<file path="config.mk">
export PLATFORM = sky130hd
export DESIGN_NAME = inst_fetch_bridge
export DESIGN_NICKNAME = d
export VERILOG_FILES = /design/src/rtl/inst_fetch_bridge.sv
export SDC_FILE = /design/constraint.sdc
export NUM_CORES = 1
export LEC_CHECK = 0
export ABC_AREA = 1
export BUFFER_PORTS_ARGS = -buffer_cell sky130_fd_sc_hd__buf_4
export CORE_MARGIN = 4
export CORE_UTILIZATION = 50
export DETAILED_ROUTE_END_ITERATION = 12
export PLACE_DENSITY = 0.8
export SLEW_MARGIN = 20
export SYNTH_ARGS = -nofsm -noshare
export SYNTH_HDL_FRONTEND = slang
export SYNTH_SLANG_ARGS = --single-unit
</file>
<file path="constraint.sdc">
create_clock -name clk -period 1.7 [get_ports clk]
set_clock_uncertainty 0.15 [all_clocks]
set_input_delay 0.34 -clock clk [delete_from_list [all_inputs] [get_ports clk]]
set_output_delay 0.34 -clock clk [all_outputs]
set_load 0.01 [all_outputs]
</file>
<file path="src/rtl/inst_fetch_bridge.sv">
`default_nettype none
// ============================================================================
// Module   : inst_fetch_bridge
// Purpose  : Adapts the core's single-cycle instruction port to a req/ack bus,
//            with a one-entry holding register and a bus timeout.
// Revision : 1.0 - initial release
// ============================================================================
module inst_fetch_bridge #(
    parameter int          TIMEOUT  = 64,
    parameter logic [31:0] NOP_INST = 32'h0000_0013
) (
    input  logic        clk,
    input  logic        rst,
    input  logic        rom_ce_i,
    input  logic [31:0] rom_addr_i,
    output logic [31:0] rom_data_o,
    output logic        stallreq_o,
    input  logic        flush_i,
    output logic        bus_req_o,
    output logic [31:0] bus_addr_o,
    input  logic        bus_ack_i,
    input  logic [31:0] bus_rdata_i,
    output logic        err_o
);

    typedef enum logic [1:0] {
        ST_IDLE = 2'd0,
        ST_BUSY = 2'd1,
        ST_DROP = 2'd2
    } state_t;

    localparam logic [15:0] c_limit = 16'(TIMEOUT - 1);

    state_t      r_state;
    logic        r_hold_valid;
    logic [29:0] r_hold_addr;
    logic [31:0] r_hold_data;
    logic [29:0] r_req_addr;
    logic [15:0] r_cnt;
    logic        r_err;
    logic        r_bus_req;
    logic [31:0] r_bus_addr;

    logic        w_hit;
    logic        w_miss;
    logic        w_idle;
    logic        w_expire;
    logic        w_unused;

    assign w_hit    = rom_ce_i & r_hold_valid & (rom_addr_i[31:2] == r_hold_addr);
    assign w_miss   = rom_ce_i & ~w_hit;
    assign w_idle   = (r_state == ST_IDLE);
    assign w_expire = (r_cnt == c_limit);
    assign w_unused = &{1'b0, rom_addr_i[1:0]};

    assign stallreq_o = ~w_idle | w_miss;
    assign rom_data_o = (w_idle & w_hit) ? r_hold_data : 32'd0;
    assign bus_req_o  = r_bus_req;
    assign bus_addr_o = r_bus_addr;
    assign err_o      = r_err;

    always_ff @(posedge clk) begin
        if (rst) begin
            r_state      <= ST_IDLE;
            r_hold_valid <= 1'b0;
            r_hold_addr  <= 30'd0;
            r_hold_data  <= 32'd0;
            r_req_addr   <= 30'd0;
            r_cnt        <= 16'd0;
            r_err        <= 1'b0;
            r_bus_req    <= 1'b0;
            r_bus_addr   <= 32'd0;
        end else begin
            case (r_state)
                ST_IDLE: begin
                    if (w_miss) begin
                        r_req_addr <= rom_addr_i[31:2];
                        r_cnt      <= 16'd0;
                        r_bus_req  <= 1'b1;
                        r_bus_addr <= {rom_addr_i[31:2], 2'b00};
                        r_state    <= ST_BUSY;
                    end
                end
                ST_BUSY: begin
                    // An ack in the same cycle as a flush still fills the holding register.
                    if (bus_ack_i) begin
                        r_hold_valid <= 1'b1;
                        r_hold_addr  <= r_req_addr;
                        r_hold_data  <= bus_rdata_i;
                        r_bus_req    <= 1'b0;
                        r_bus_addr   <= 32'd0;
                        r_state      <= ST_IDLE;
                    end else if (w_expire) begin
                        r_err        <= 1'b1;
                        r_hold_valid <= 1'b1;
                        r_hold_addr  <= r_req_addr;
                        r_hold_data  <= NOP_INST;
                        r_bus_req    <= 1'b0;
                        r_bus_addr   <= 32'd0;
                        r_state      <= ST_IDLE;
                    end else begin
                        r_cnt <= r_cnt + 16'd1;
                        if (flush_i) begin
                            r_state <= ST_DROP;
                        end
                    end
                end
                ST_DROP: begin
                    // The request stays on the bus until acked; its data is thrown away.
                    if (bus_ack_i || w_expire) begin
                        r_err      <= r_err | (~bus_ack_i & w_expire);
                        r_bus_req  <= 1'b0;
                        r_bus_addr <= 32'd0;
                        r_state    <= ST_IDLE;
                    end else begin
                        r_cnt <= r_cnt + 16'd1;
                    end
                end
                default: begin
                    r_bus_req  <= 1'b0;
                    r_bus_addr <= 32'd0;
                    r_state    <= ST_IDLE;
                end
            endcase
        end
    end

endmodule
`default_nettype wire

</file>
==> results by group, run 1 <==
Global routing
  • Largest net degree at the start of global routing: 75
  • Total gr overflow: 879
  • GRT Overall Usage: 0.908

Clocking
  • Sink Count: 143
  • H-tree lvl count: 4
  • CTS Buf Count: 17
  • Hold buffers post-CTS: 0
  • Longest Clk Path Bufs: 2
  • Root Driver: clkbuf_16

Placed design
  • Dpl hpwl: 14.7 mm
  • Placer Congestion: 0.969
  • Port-buffer cells: 131

Run status
  • Error msg: [ERROR GRT-0232] Routing congestion too high. Check the congestion heatmap in the GUI.
  • Status: stopped before the end
  • Last stage: 5_1_grt

Synth
  • Synth unique cells: 32
  • Register area share after synthesis: 0.420
  • Dominant cell type by area after synthesis: dfxtp_1
  • Syn avg cell area: 6.75 um2
  • Syn Inst Count: 1,009
  • Main synth FF type: dfxtp_1
  • Yosys warning count: 0
  • Most frequent cell after synthesis: nand2_1
  • Synth top area cells: dfxtp_1 (42%), nand2_1 (16%), a21oi_1 (10%), inv_1 (5.9%), nor2_1 (5.8%)
  • Yosys reg bits: 143
  • Post-synth ARST share: 0
  • Synthesized area: 6810 um2
  • Most common library cells after synthesis: nand2_1 (284), dfxtp_1 (143), a21oi_1 (141)
  • Synth top area share: 0.420
  • Number of synthesized flops with an enable pin: 0

Floorplanning
  • # IOs: 136
  • # rows: 42
  • Starting Density: 0.513
  • Die span in x: 125 um
  • DIE HEIGHT: 125 um

STA
  • Type of pin the worst path ends at: top-level output
  • GRT worst endpoint: rom_data_o[20]
## repair_timing
item,in CTS
setup endpoints to repair,175
setup buffers,38
endpoints found under the hold margin,0
gates resized for setup,301
cloned,23
pin swaps,56
## routing by layer
| metal | overflow | global-route usage |
|---|---|---|
| met5 | 0 | 0.180 |
| met4 | 244 | 1.03 |
| met3 | 9 | 0.701 |
| met2 | 621 | 1.14 |
| met1 | 5 | 0.847 |
## kinds of logic after synthesis
kind of cell    Yosys count  share of synthesized area
simple gates            457                      0.268
compound gates          206                      0.172
buf+inv                 185                      0.114
flops                   143                      0.420
xor+xnor                 12                     0.0154
fa+ha+maj                 5                    0.00918
other cells               1                   0.000550
## per-stage QoR
stage	hold WS (ps)	setup slack [ps]	instances	instance area, um2	util
2_1_floorplan	280	-153	1010	7130	-
3_3_place_gp	296	-511	1410	9260	0.697
3_5_place_dp	303	-547	1410	9260	0.697
4_1_cts	20.1	-835	1500	11700	0.879
==> run 2: changes to the inputs <==
--- a/config.mk
+++ b/config.mk
@@ -8,9 +8,9 @@
 export ABC_AREA = 1
 export BUFFER_PORTS_ARGS = -buffer_cell sky130_fd_sc_hd__buf_4
 export CORE_MARGIN = 4
-export CORE_UTILIZATION = 50
+export CORE_UTILIZATION = 40
 export DETAILED_ROUTE_END_ITERATION = 12
-export PLACE_DENSITY = 0.8
+export PLACE_DENSITY_LB_ADDON = 0.15
 export SLEW_MARGIN = 20
 export SYNTH_ARGS = -nofsm -noshare
 export SYNTH_HDL_FRONTEND = slang
==> constraint.sdc (replaced) <==
create_clock -name clk -period 2.2 [get_ports clk]
set_clock_uncertainty 0.15 [all_clocks]
set_input_delay 0.44 -clock clk [delete_from_list [all_inputs] [get_ports clk]]
set_output_delay 0.44 -clock clk [all_outputs]
set_load 0.01 [all_outputs]
==> results by group, run 2 <==
Run status
  • Status: complete, but fails checks
  • Failing checks: setup timing

Final layout
  • Largest register by flop count: r_hold_data
  • Register area: 2880 um2
  • Fillers: 1,607
  • Area of the multi-input gates: 3420 um2
  • Most common cell after layout, fill and taps aside: nand2_1
  • Layout area overhead: 40.1%
  • Inserted Diodes: 0
  • Nets: 1,260
  • Most frequent cells in the layout: nand2_1 (266), buf_4 (188), a21oi_1 (138), dfxtp_1 (132), inv_1 (102)
  • Layout cell share with drive strength beyond 1: 0.299
  • Max reg flops: 32

Floorplanning
  • Core Box Area: 16,600 um2
  • DIE HEIGHT: 139 um
  • Full die area: 19,200 um2
  • Starting Density: 0.409
  • Die span in x: 139 um
  • # IOs: 136
  • # rows: 47

Power
  • Clock network fraction of total power: 0.335
  • Switching pwr: 3.03 mW
  • VDD IR-drop max: 613 uV
  • Leakage power total: 4.14 nW
  • Tot Pwr: 9.29 mW
  • Flop pwr share: 0.350
  • Power Density: 973 nW/um2
  • Combinational group share of total power: 0.315
  • Sw Share: 0.326
  • Pint: 6.26 mW

Detailed routing
  • Drt drc: 0
  • DR vias/cell: 4.74
  • DR pass1 iterations: 5
  • Detail Route Antenna Nets: 0
  • DRT iter0 DRCs: 452
  • Vias: 6,728
  • Drt total wl: 19.7 mm
  • DR WL/cell: 13.9 um

Synth
  • Mux contribution to synthesized area: 0
  • Yosys reg bits: 143
  • Yosys warning count: 0
  • Synth top area share: 0.420
  • Adder-Cell Fraction of Synth Area: 0.00918
  • Synthesized area: 6810 um2
  • Synth unique cells: 32
  • Register area share after synthesis: 0.420
  • Synth Area in Compound Gates: 0.172
  • Main synth FF type: dfxtp_1
  • Syn avg cell area: 6.75 um2
  • Post-synthesis xor/xnor area fraction: 0.0154
  • Largest family of logic cells by synthesized area: simple AND/OR/NAND/NOR gates
  • Simple-Gate Fraction of Synth Area: 0.268
  • Most common library cells after synthesis: nand2_1 (284), dfxtp_1 (143), a21oi_1 (141)
  • Post-synth ARST share: 0
  • Most frequent cell after synthesis: nand2_1
  • Dominant cell type by area after synthesis: dfxtp_1
  • Number of synthesized flops with an enable pin: 0
  • Syn Inst Count: 1,009
  • Synth top area cells: dfxtp_1 (42%), nand2_1 (16%), a21oi_1 (10%), inv_1 (5.9%), nor2_1 (5.8%)

Clocking
  • Hold buffers post-CTS: 0
  • Root Driver: clkbuf_16
  • Worst-skew pair later-pin latency: 420 ps
  • CTS tree: done
  • Sink Count: 143
  • CTS Buf Count: 17
  • Clock transition at path regs: 60 ps
  • H-tree lvl count: 4
  • Longest Clk Path Bufs: 2

Worst setup path
  • Setup CP Type: flip-flop to primary output
  • Bufs and invs on worst path: 3
  • Critical Path AT: 2020 ps
  • RR Startpoint: r_hold_addr[18]
  • Critical path's most frequent cell: nor2_1
  • Slowest stage delay, CP: 330 ps
  • CP startpoint: r_hold_addr[2]
  • Crit path launch type: flip-flop
  • Critical path's top delay family: simple AND/OR/NAND/NOR gates
  • Worst path required time: 1610 ps
  • Critical-path top delay cell: dfxtp_2
  • Worst path cell trace: xnor2_2 > nand3_1 > nor2_1 > nand4_1 > nor2_1 > nand4_1 > buf_6 > clkbuf_16 > nor2_1 > buf_4
  • Critical Path Sink Type: primary output
  • CP max FO: 8

STA
  • Tcrit/Tclk final: 1.19
  • Fmax: 383 MHz
  • Setup ws final: -410 ps
  • Setup violators final: 33
  • RSZ-0062 raised after global routing: true
  • Fin crit period: 2610 ps
  • Hold_ws: 125 ps
  • Worst Tran Pin Value: 829 ps
  • Final hold violations: 0
  • Worst rel slew slack: 0.447
  • Final Max Slew Viols: 0

Placed design
  • Port-buffer cells: 131
  • Dpl hpwl: 13.2 mm
  • DP Worst Slack: -263 ps
  • Placer Congestion: 0.866

Min path
  • Hold_sp: bus_rdata_i[14]
  • Worst min-delay path class: input pin to flip-flop

Job
  • Max-cap viol count: 0

Global routing
  • Largest net degree at the start of global routing: 70
  • Vias in the first global route: 6,151
  • First-pass GRT wire length: 31.1 mm
  • GRT Overall Usage: 0.196
  • Total gr overflow: 0
  • Initial antenna violation count: 0
==> run 2: cell families (layout without fill, tap and decap cells) <==
group,after synthesis,count (layout)
other cells,1,2
simple gates,457,457
flops,143,143
buf+inv,185,374
xor+xnor,12,12
fa+ha+maj,5,5
compound gates,206,206
==> run 2: layout make-up <==
type                    instances  share of cell area
clock inverters                12              0.0189
multi-input cells             682               0.359
repair buffers                215               0.194
inverters                     127              0.0503
flip-flops and latches        143               0.301
well taps                     220              0.0288
clock buffers                  20              0.0478
==> run 2: per-stage QoR <==
| step | setup TNS (ps) | cells | utilization | area (um2) |
|---|---|---|---|---|
| finish | -12470 | 1419 | 0.574 | 9550 |
| detailed placement | -9960 | 1380 | 0.509 | 8470 |
| floorplan | 0 | 1010 | - | 6820 |
| global placement | -10280 | 1380 | 0.509 | 8470 |
| global route | -16630 | 1419 | 0.574 | 9550 |
| CTS | -11940 | 1416 | 0.560 | 9320 |
==> run 2: final timing paths <==
check                                        to  slack, ps  depth (start not counted)
worst max-delay path             rom_data_o[14]       -410                         10
worst min-delay path            r_hold_data[14]        120                          3
worst max register to register        r_cnt[14]        120                         15
worst min register to register    r_req_addr[6]        310                          2
==> run 2: metal layers <==
layer / routed length [um] / track usage
met5: 0 / 0
met4: 178 / 0.0515
met3: 1330 / 0.0508
met2: 8550 / 0.292
met1: 9650 / 0.282
==> run 2: power by group through the flow <==
stage	registers (mW)	clock network (mW)	logic (mW)
3_3_place_gp	3.28	0	2.74
3_5_place_dp	3.29	0	2.76
5_1_grt	3.30	3.28	3.26
6_report	3.25	3.11	2.93
4_1_cts	3.24	3.17	2.84
2_1_floorplan	3.33	0	1.67
==> run 2: tightest hold or removal path, stage by stage <==
cell and delay, ps:
buf_4 100, nand2_1 50, a21oi_1 50
==> run 2: repair_timing <==
item / 4_1_cts / 5_1_grt
endpoints found under the setup margin: 33 / 64
setup buffers: 5 / 1
gates resized for setup: 51 / 50
gates cloned: 1 / 3
pin swaps: 24 / 13
Power figures use the tool's default switching activity.
